===== config.mk =====
export PLATFORM = sky130hd
export DESIGN_NAME = aes_key_expander
export DESIGN_NICKNAME = d
export VERILOG_FILES = /design/src/rtl/aes_pkg.sv /design/src/rtl/aes_key_expander_round.sv /design/src/rtl/aes_key_expander.sv
export SDC_FILE = /design/constraint.sdc
export NUM_CORES = 2
export LEC_CHECK = 0
export CORE_ASPECT_RATIO = 0.7
export CORE_UTILIZATION = 40
export CTS_CLUSTER_DIAMETER = 200
export DETAILED_ROUTE_END_ITERATION = 12
export PLACE_DENSITY = 0.65
export SLEW_MARGIN = 30
export SYNTH_ARGS = -nofsm -noshare
export SYNTH_HDL_FRONTEND = slang
export SYNTH_SLANG_ARGS = --single-unit

===== constraint.sdc =====
create_clock -name clk -period 5.84 [get_ports clk]
set_input_delay 1.752 -clock clk [delete_from_list [all_inputs] [get_ports clk]]
set_output_delay 1.752 -clock clk [all_outputs]
set_load 0.02 [all_outputs]

===== src/rtl/aes_pkg.sv =====
// aes_pkg: types, constants and helpers shared by the AES key-schedule blocks.
//   state_t   : 128-bit state matrix; s[r][c] is FIPS-197 byte 4c+r, so a
//               column is one 32-bit key word.
//   fsm_t     : expander control states.
//   xtime     : multiply by x in GF(2^8); used to step the round constant.
package aes_pkg;

    typedef logic [0:3][0:3][7:0] state_t;

    localparam int         AES_NUM_ROUNDS = 10;
    localparam logic [7:0] RCON_INIT      = 8'h01;
    localparam logic [7:0] RCON_POLY      = 8'h1b;

    typedef enum logic [1:0] {
        IDLE   = 2'd0,
        EXPAND = 2'd1,
        DONE   = 2'd2
    } fsm_t;

    function automatic logic [7:0] xtime(input logic [7:0] b);
        return {b[6:0], 1'b0} ^ (b[7] ? RCON_POLY : 8'h00);
    endfunction

endpackage


===== src/rtl/aes_key_expander_round.sv =====
// roundKeyGen: combinational single-round AES-128 key expansion stage.
//   key_in  : previous round key (state matrix layout)
//   rnd     : round constant for this step
//   key_out : next round key
// One SubWord (four S-boxes on the rotated last column) feeds an XOR chain
// across the four columns.
module roundKeyGen
    import aes_pkg::*;
(
    input  state_t     key_in,
    input  logic [7:0] rnd,
    output state_t     key_out
);

    // Forward S-box, byte x lives at bits {~x,3'b111} down to {~x,3'b000}.
    localparam logic [2047:0] SBOX_TABLE = {
        128'h637c777bf26b6fc53001672bfed7ab76,
        128'hca82c97dfa5947f0add4a2af9ca472c0,
        128'hb7fd9326363ff7cc34a5e5f171d83115,
        128'h04c723c31896059a071280e2eb27b275,
        128'h09832c1a1b6e5aa0523bd6b329e32f84,
        128'h53d100ed20fcb15b6acbbe394a4c58cf,
        128'hd0efaafb434d338545f9027f503c9fa8,
        128'h51a3408f929d38f5bcb6da2110fff3d2,
        128'hcd0c13ec5f974417c4a77e3d645d1973,
        128'h60814fdc222a908846eeb814de5e0bdb,
        128'he0323a0a4906245cc2d3ac629195e479,
        128'he7c8376d8dd54ea96c56f4ea657aae08,
        128'hba78252e1ca6b4c6e8dd741f4bbd8b8a,
        128'h703eb5664803f60e613557b986c11d9e,
        128'he1f8981169d98e949b1e87e9ce5528df,
        128'h8ca1890dbfe6426841992d0fb054bb16
    };

    function automatic logic [7:0] sbox(input logic [7:0] x);
        return SBOX_TABLE[{~x, 3'b111} -: 8];
    endfunction

    logic [0:3][7:0] temp;

    // Row gi of the new column 0 takes the S-box of row gi+1 of the old
    // column 3 (RotWord); rcon only touches the top row.
    genvar gi;
    generate
        for (gi = 0; gi < 4; gi++) begin : g_row
            assign temp[gi]       = sbox(key_in[(gi + 1) % 4][3]) ^ ((gi == 0) ? rnd : 8'h00);
            assign key_out[gi][0] = key_in[gi][0] ^ temp[gi];
            assign key_out[gi][1] = key_in[gi][1] ^ key_out[gi][0];
            assign key_out[gi][2] = key_in[gi][2] ^ key_out[gi][1];
            assign key_out[gi][3] = key_in[gi][3] ^ key_out[gi][2];
        end
    endgenerate

endmodule


===== src/rtl/aes_key_expander.sv =====
// aes_key_expander: sequential AES-128 key schedule with a round-key store.
//   clk, rst_n : clock, asynchronous active-low reset
//   key_in     : cipher key (state matrix), accepted on key_valid && key_ready
//   key_ready  : a key can be accepted (IDLE or DONE, never in reset)
//   busy       : expansion running
//   keys_valid : all NUM_ROUNDS+1 entries hold the last accepted key's schedule
//   rk_idx     : round-key read index; out-of-range indices read zero
//   rk_out     : registered round key for rk_idx (one cycle latency)
// One expansion round per clock; entry n is written n cycles after accept.
module aes_key_expander
    import aes_pkg::*;
#(
    parameter int NUM_ROUNDS = AES_NUM_ROUNDS
) (
    input  logic       clk,
    input  logic       rst_n,
    input  state_t     key_in,
    input  logic       key_valid,
    output logic       key_ready,
    output logic       busy,
    output logic       keys_valid,
    input  logic [3:0] rk_idx,
    output state_t     rk_out
);

    fsm_t       state_reg, state_next;
    logic [3:0] cnt_reg;
    logic [7:0] rcon_reg;
    state_t     work_reg;
    state_t     rk_out_reg;
    state_t     rf_reg [0:NUM_ROUNDS];
    state_t     rkg_out;

    logic                  ready_state;
    logic                  accept;
    logic                  expand_step;
    logic [NUM_ROUNDS:0]   wr_en;

    roundKeyGen u_round (
        .key_in  (work_reg),
        .rnd     (rcon_reg),
        .key_out (rkg_out)
    );

    // ------------------------------------------------------------ FSM
    always_ff @(posedge clk or negedge rst_n) begin
        if (!rst_n) state_reg <= IDLE;
        else        state_reg <= state_next;
    end

    always_comb begin
        state_next  = state_reg;
        ready_state = 1'b0;
        busy        = 1'b0;
        keys_valid  = 1'b0;
        case (state_reg)
            IDLE: begin
                ready_state = 1'b1;
                if (accept) state_next = EXPAND;
            end
            EXPAND: begin
                busy = 1'b1;
                if (cnt_reg == 4'(NUM_ROUNDS)) state_next = DONE;
            end
            DONE: begin
                ready_state = 1'b1;
                keys_valid  = 1'b1;
                if (accept) state_next = EXPAND;
            end
            default: state_next = IDLE;
        endcase
    end

    // Ready is held low for the whole time reset is asserted, not just
    // after the state register has been cleared.
    assign key_ready   = rst_n && ready_state;
    assign accept      = key_valid && key_ready;
    assign expand_step = (state_reg == EXPAND);

    // ------------------------------------------------------------ round state
    always_ff @(posedge clk or negedge rst_n) begin
        if (!rst_n) begin
            work_reg <= '0;
            cnt_reg  <= '0;
            rcon_reg <= RCON_INIT;
        end else if (accept) begin
            work_reg <= key_in;
            cnt_reg  <= 4'd1;
            rcon_reg <= RCON_INIT;
        end else if (expand_step) begin
            work_reg <= rkg_out;
            cnt_reg  <= cnt_reg + 4'd1;
            rcon_reg <= xtime(rcon_reg);
        end
    end

    // ------------------------------------------------------------ register file
    // Entry 0 is loaded on accept; entry n on the EXPAND cycle whose
    // counter equals n.
    genvar gi;
    generate
        for (gi = 0; gi <= NUM_ROUNDS; gi++) begin : g_wr
            if (gi == 0) begin : g_key
                assign wr_en[gi] = accept;
            end else begin : g_round
                assign wr_en[gi] = expand_step && (cnt_reg == 4'(gi));
            end
        end
    endgenerate

    always_ff @(posedge clk or negedge rst_n) begin
        if (!rst_n) begin
            for (int i = 0; i <= NUM_ROUNDS; i++) rf_reg[i] <= '0;
        end else begin
            for (int i = 0; i <= NUM_ROUNDS; i++) begin
                if (wr_en[i]) rf_reg[i] <= (i == 0) ? key_in : rkg_out;
            end
        end
    end

    // Registered read; a same-edge write is not forwarded, so the read
    // shows the entry's previous contents.
    always_ff @(posedge clk or negedge rst_n) begin
        if (!rst_n)                         rk_out_reg <= '0;
        else if (rk_idx <= 4'(NUM_ROUNDS))  rk_out_reg <= rf_reg[rk_idx];
        else                                rk_out_reg <= '0;
    end

    assign rk_out = rk_out_reg;

endmodule


==> insert_results.sql <==
INSERT INTO impl_metrics (metric_group, metric, value, unit) VALUES
('outcome', 'status', 'finished clean', ''),
('min_path', 'worst_hold_path.endpoint', 'rf_reg[429]$_DFFE_PN0P_', ''),
('setup_path', 'worstReg2RegEnd', 'rf_reg[359]$_DFFE_PN0P_', ''),
('logic_synthesis', 'most_frequent_cell_after_synthesis', 'sky130_fd_sc_hd__nand2_1', ''),
('min_path', 'holdCritPathClass', 'reg2reg', ''),
('logic_synthesis', 'synth_compound_area_share', '18.37', '%'),
('clocking', 'clkLatencyLatePin', '0.84', 'ns'),
('logic_synthesis', 'synth_ff_type', 'sky130_fd_sc_hd__dfrtp_1', ''),
('global_route', 'number_of_global_route_vias_before_repair', '70755', ''),
('logic_synthesis', 'synth_common_cells', '1871 x sky130_fd_sc_hd__nand2_1, 1677 x sky130_fd_sc_hd__dfrtp_1, 1421 x sky130_fd_sc_hd__o21ai_0, 648 x sky130_fd_sc_hd__clkbuf_1, 357 x sky130_fd_sc_hd__a21oi_1', ''),
('global_route', 'antenna_found_initial', '14', ''),
('placement', 'hpwl', '211200', 'microns'),
('logic_synthesis', 'synth-adder-area-share', '0.9220', '%'),
('drt', 'vias_per_cell', '6.121', ''),
('sta', 'timing.final.ws_setup', '0.7717', 'ns'),
('setup_path', 'worst-r2r-setup-slack', '0.77', 'ns'),
('drt', 'postRouteWirelength', '326800', 'microns'),
('logic_synthesis', 'synth-edff-count', '0', ''),
('logic_synthesis', 'synth_seq_cells', '1678', ''),
('setup_path', 'timing.critical_path.slowest_cell_delay', '1.00', 'ns'),
('logic_synthesis', 'post_synth_xor_area_fraction', '2.616', '%'),
('floorplanning', 'fp.dieArea', '219000', 'sq um'),
('global_route', 'grt_max_degree', '170', ''),
('placement', 'port-buffer-count', '265', ''),
('min_path', 'worst_hold_path.num_cells', '2', ''),
('sta', 'timing.fmax', '197.3', 'MHz'),
('setup_path', 'setup.worst_path.start_class', 'register', ''),
('clocking', 'cts.clk_slew.worst_paths', '0.07', 'ns'),
('run', 'max_cap_violations', '0', ''),
('logic_synthesis', 'netlist-cell-type-count', '109', ''),
('cells_and_area', 'largest_register_ffs', '1408', ''),
('drt', 'routed_wire_length_per_instance', '27.46', 'microns'),
('logic_synthesis', 'synth_cells', '9023', ''),
('logic_synthesis', 'yosys_warnings', '0', ''),
('logic_synthesis', 'synth_simple_gate_area_share', '14.17', '%'),
('clocking', 'cts-root-buf', 'sky130_fd_sc_hd__clkbuf_16', ''),
('global_route', 'grt-ovfl-total', '0', ''),
('clocking', 'cts_tree', 'done', ''),
('floorplanning', 'pin_count', '266', ''),
('sta', 'time_the_worst_path_needs_with_i_o_delays_and_setup', '5.068', 'ns'),
('sta', 'timing.final.hold_violations', '0', ''),
('clocking', 'postCtsSetupBuffers', '0', ''),
('setup_path', 'critical_path_class', 'reg2reg', ''),
('setup_path', 'data_arrival_time_of_the_critical_path', '5.73', 'ns'),
('setup_path', 'regToRegStartpoint', 'work_reg[65]$_DFFE_PN0P_', ''),
('placement', 'place.gp.congestion', '1.035', ''),
('clocking', 'clock_tree.buffer_depth', '4', ''),
('sta', 'finalCritPeriodShare', '86.79', '%'),
('logic_synthesis', 'synth_async_sr_flop_share', '100.0', '%'),
('logic_synthesis', 'netlist_top_cells_area', 'sky130_fd_sc_hd__dfrtp_1 48%, sky130_fd_sc_hd__o21ai_0 8.2%, sky130_fd_sc_hd__nand2_1 8.1%', ''),
('logic_synthesis', 'syn-num-nets', '9222', ''),
('setup_path', 'worst-path-buf-inv', '2', ''),
('cells_and_area', 'postLayoutCoreUtil', '45.82', '%'),
('floorplanning', 'core.rowCount', '142', ''),
('sta', 'timing.max_slew.rel_slack', '20.13', '%'),
('clocking', 'clock_sinks', '1678', ''),
('sta', 'final.setup.tns', '0', 'ns'),
('drt', 'detail_route.drc_violations', '0', ''),
('floorplanning', 'die_w', '558.9', 'microns'),
('clocking', 'cts-buffers-inserted', '172', ''),
('setup_path', 'family_of_cells_with_the_greatest_summed_delay_on_the_critical_path', 'compound AO/OA/AOI/OAI gates', ''),
('floorplanning', 'design.core.area', '214800', 'sq um'),
('logic_synthesis', 'synth_largest_area_cell', 'sky130_fd_sc_hd__dfrtp_1', ''),
('cells_and_area', 'post_route_cells_drive_above_1_share', '11.38', '%'),
('setup_path', 'timing.critical_path.fanout_max', '12', ''),
('drt', 'drt-initial-drc-count', '8967', ''),
('sta', 'setup_violations', '0', ''),
('global_route', 'total_global_routing_track_utilization', '29.46', '%'),
('cells_and_area', 'synthToLayoutAreaGrowth', '13.34', '%'),
('logic_synthesis', 'postSynthAreaPerCell', '9.625', 'sq um'),
('cells_and_area', 'total_nets_final', '9091', '');
-- how the worst max path moves through the flow --
stage	start	slack [ns]	to	depth (start not counted)
floorplan	work_reg[65]$_DFFE_PN0P_	1.63	rf_reg[1122]$_DFFE_PN0P_	15
global placement	rst_n	0.90	key_ready	3
detailed placement	rst_n	0.90	key_ready	3
CTS	work_reg[1]$_DFFE_PN0P_	0.85	rf_reg[673]$_DFFE_PN0P_	11
global route	work_reg[96]$_DFFE_PN0P_	0.28	rf_reg[902]$_DFFE_PN0P_	12
finish	work_reg[65]$_DFFE_PN0P_	0.77	rf_reg[359]$_DFFE_PN0P_	12
-- worst register-to-register path, cell delays in order, from the launching register on --
cell and delay (ns):
sky130_fd_sc_hd__dfrtp_1 0.37, sky130_fd_sc_hd__inv_1 0.22, sky130_fd_sc_hd__ha_1 0.77, sky130_fd_sc_hd__and2_1 0.41, sky130_fd_sc_hd__nor3_1 0.10, sky130_fd_sc_hd__o311a_1 0.30, sky130_fd_sc_hd__a2111oi_0 1.00, sky130_fd_sc_hd__buf_4 0.25
sky130_fd_sc_hd__o41ai_2 0.16, sky130_fd_sc_hd__xnor2_2 0.22, sky130_fd_sc_hd__xnor2_2 0.54, sky130_fd_sc_hd__xor2_2 0.42, sky130_fd_sc_hd__o21ai_0 0.14
-- stage by stage --
stage / area (sq um) / hold WS (ns)
4_1_cts: 98220 / 0.4781
3_5_place_dp: 92520 / 0.4623
6_report: 98430 / 0.4717
3_3_place_gp: 92480 / 0.4539
2_1_floorplan: 86850 / 0.4410
5_1_grt: 98420 / 0.4954
-- layer usage --
| metal | wire (microns) | vias to the layer above | GRT usage, % |
|---|---|---|---|
| met5 | 102 | - | 0 |
| met4 | 9179 | 10 | 7.946 |
| met3 | 32090 | 508 | 7.160 |
| met2 | 137600 | 3636 | 42.34 |
| met1 | 147900 | 37053 | 43.98 |
| li1 | - | 31651 | - |
-- cells in the final DEF, fill, tap and decap left out, types with 43 or more instances in the layout --
master,n
sky130_fd_sc_hd__o21ai_0,1421
sky130_fd_sc_hd__nand2_1,1859
sky130_fd_sc_hd__a21o_1,45
sky130_fd_sc_hd__dfrtp_1,1666
sky130_fd_sc_hd__o211ai_1,87
sky130_fd_sc_hd__xnor2_1,96
sky130_fd_sc_hd__or3_1,60
sky130_fd_sc_hd__nor2b_1,102
sky130_fd_sc_hd__nor3_1,90
sky130_fd_sc_hd__xor2_1,44
sky130_fd_sc_hd__nand3_1,77
sky130_fd_sc_hd__o311ai_0,59
sky130_fd_sc_hd__mux4_2,281
sky130_fd_sc_hd__inv_1,82
sky130_fd_sc_hd__a211oi_1,49
sky130_fd_sc_hd__buf_4,236
sky130_fd_sc_hd__mux2i_1,300
sky130_fd_sc_hd__nand2b_1,93
sky130_fd_sc_hd__a31oi_1,43
sky130_fd_sc_hd__ha_1,64
sky130_fd_sc_hd__a311oi_1,51
sky130_fd_sc_hd__nor2_1,313
sky130_fd_sc_hd__buf_12,49
sky130_fd_sc_hd__clkdlybuf4s50_1,260
sky130_fd_sc_hd__o22ai_1,156
sky130_fd_sc_hd__clkbuf_16,172
sky130_fd_sc_hd__a21oi_1,357
-- cell families after synthesis --
| group | count (synthesis) |
|---|---|
| simple gates | 2850 |
| buf+inv | 963 |
| xor+xnor | 196 |
| flops | 1678 |
| mux | 602 |
| compound gates | 2670 |
| fa+ha+maj | 64 |
-- layout make-up --
class,count,area (sq um)
repair buffers,561,5628
inverters,97,369.1
well taps,2880,3603
clock inverters,62,759.5
fillers,20051,116400
diodes,4,10.01
multi-input cells,6382,41100
flip-flops and latches,1678,42010
clock buffers,239,4946
Power is left out: the tool's default activity adds up to more than one toggle a clock period on the data nets, which glitch-free logic cannot reach.
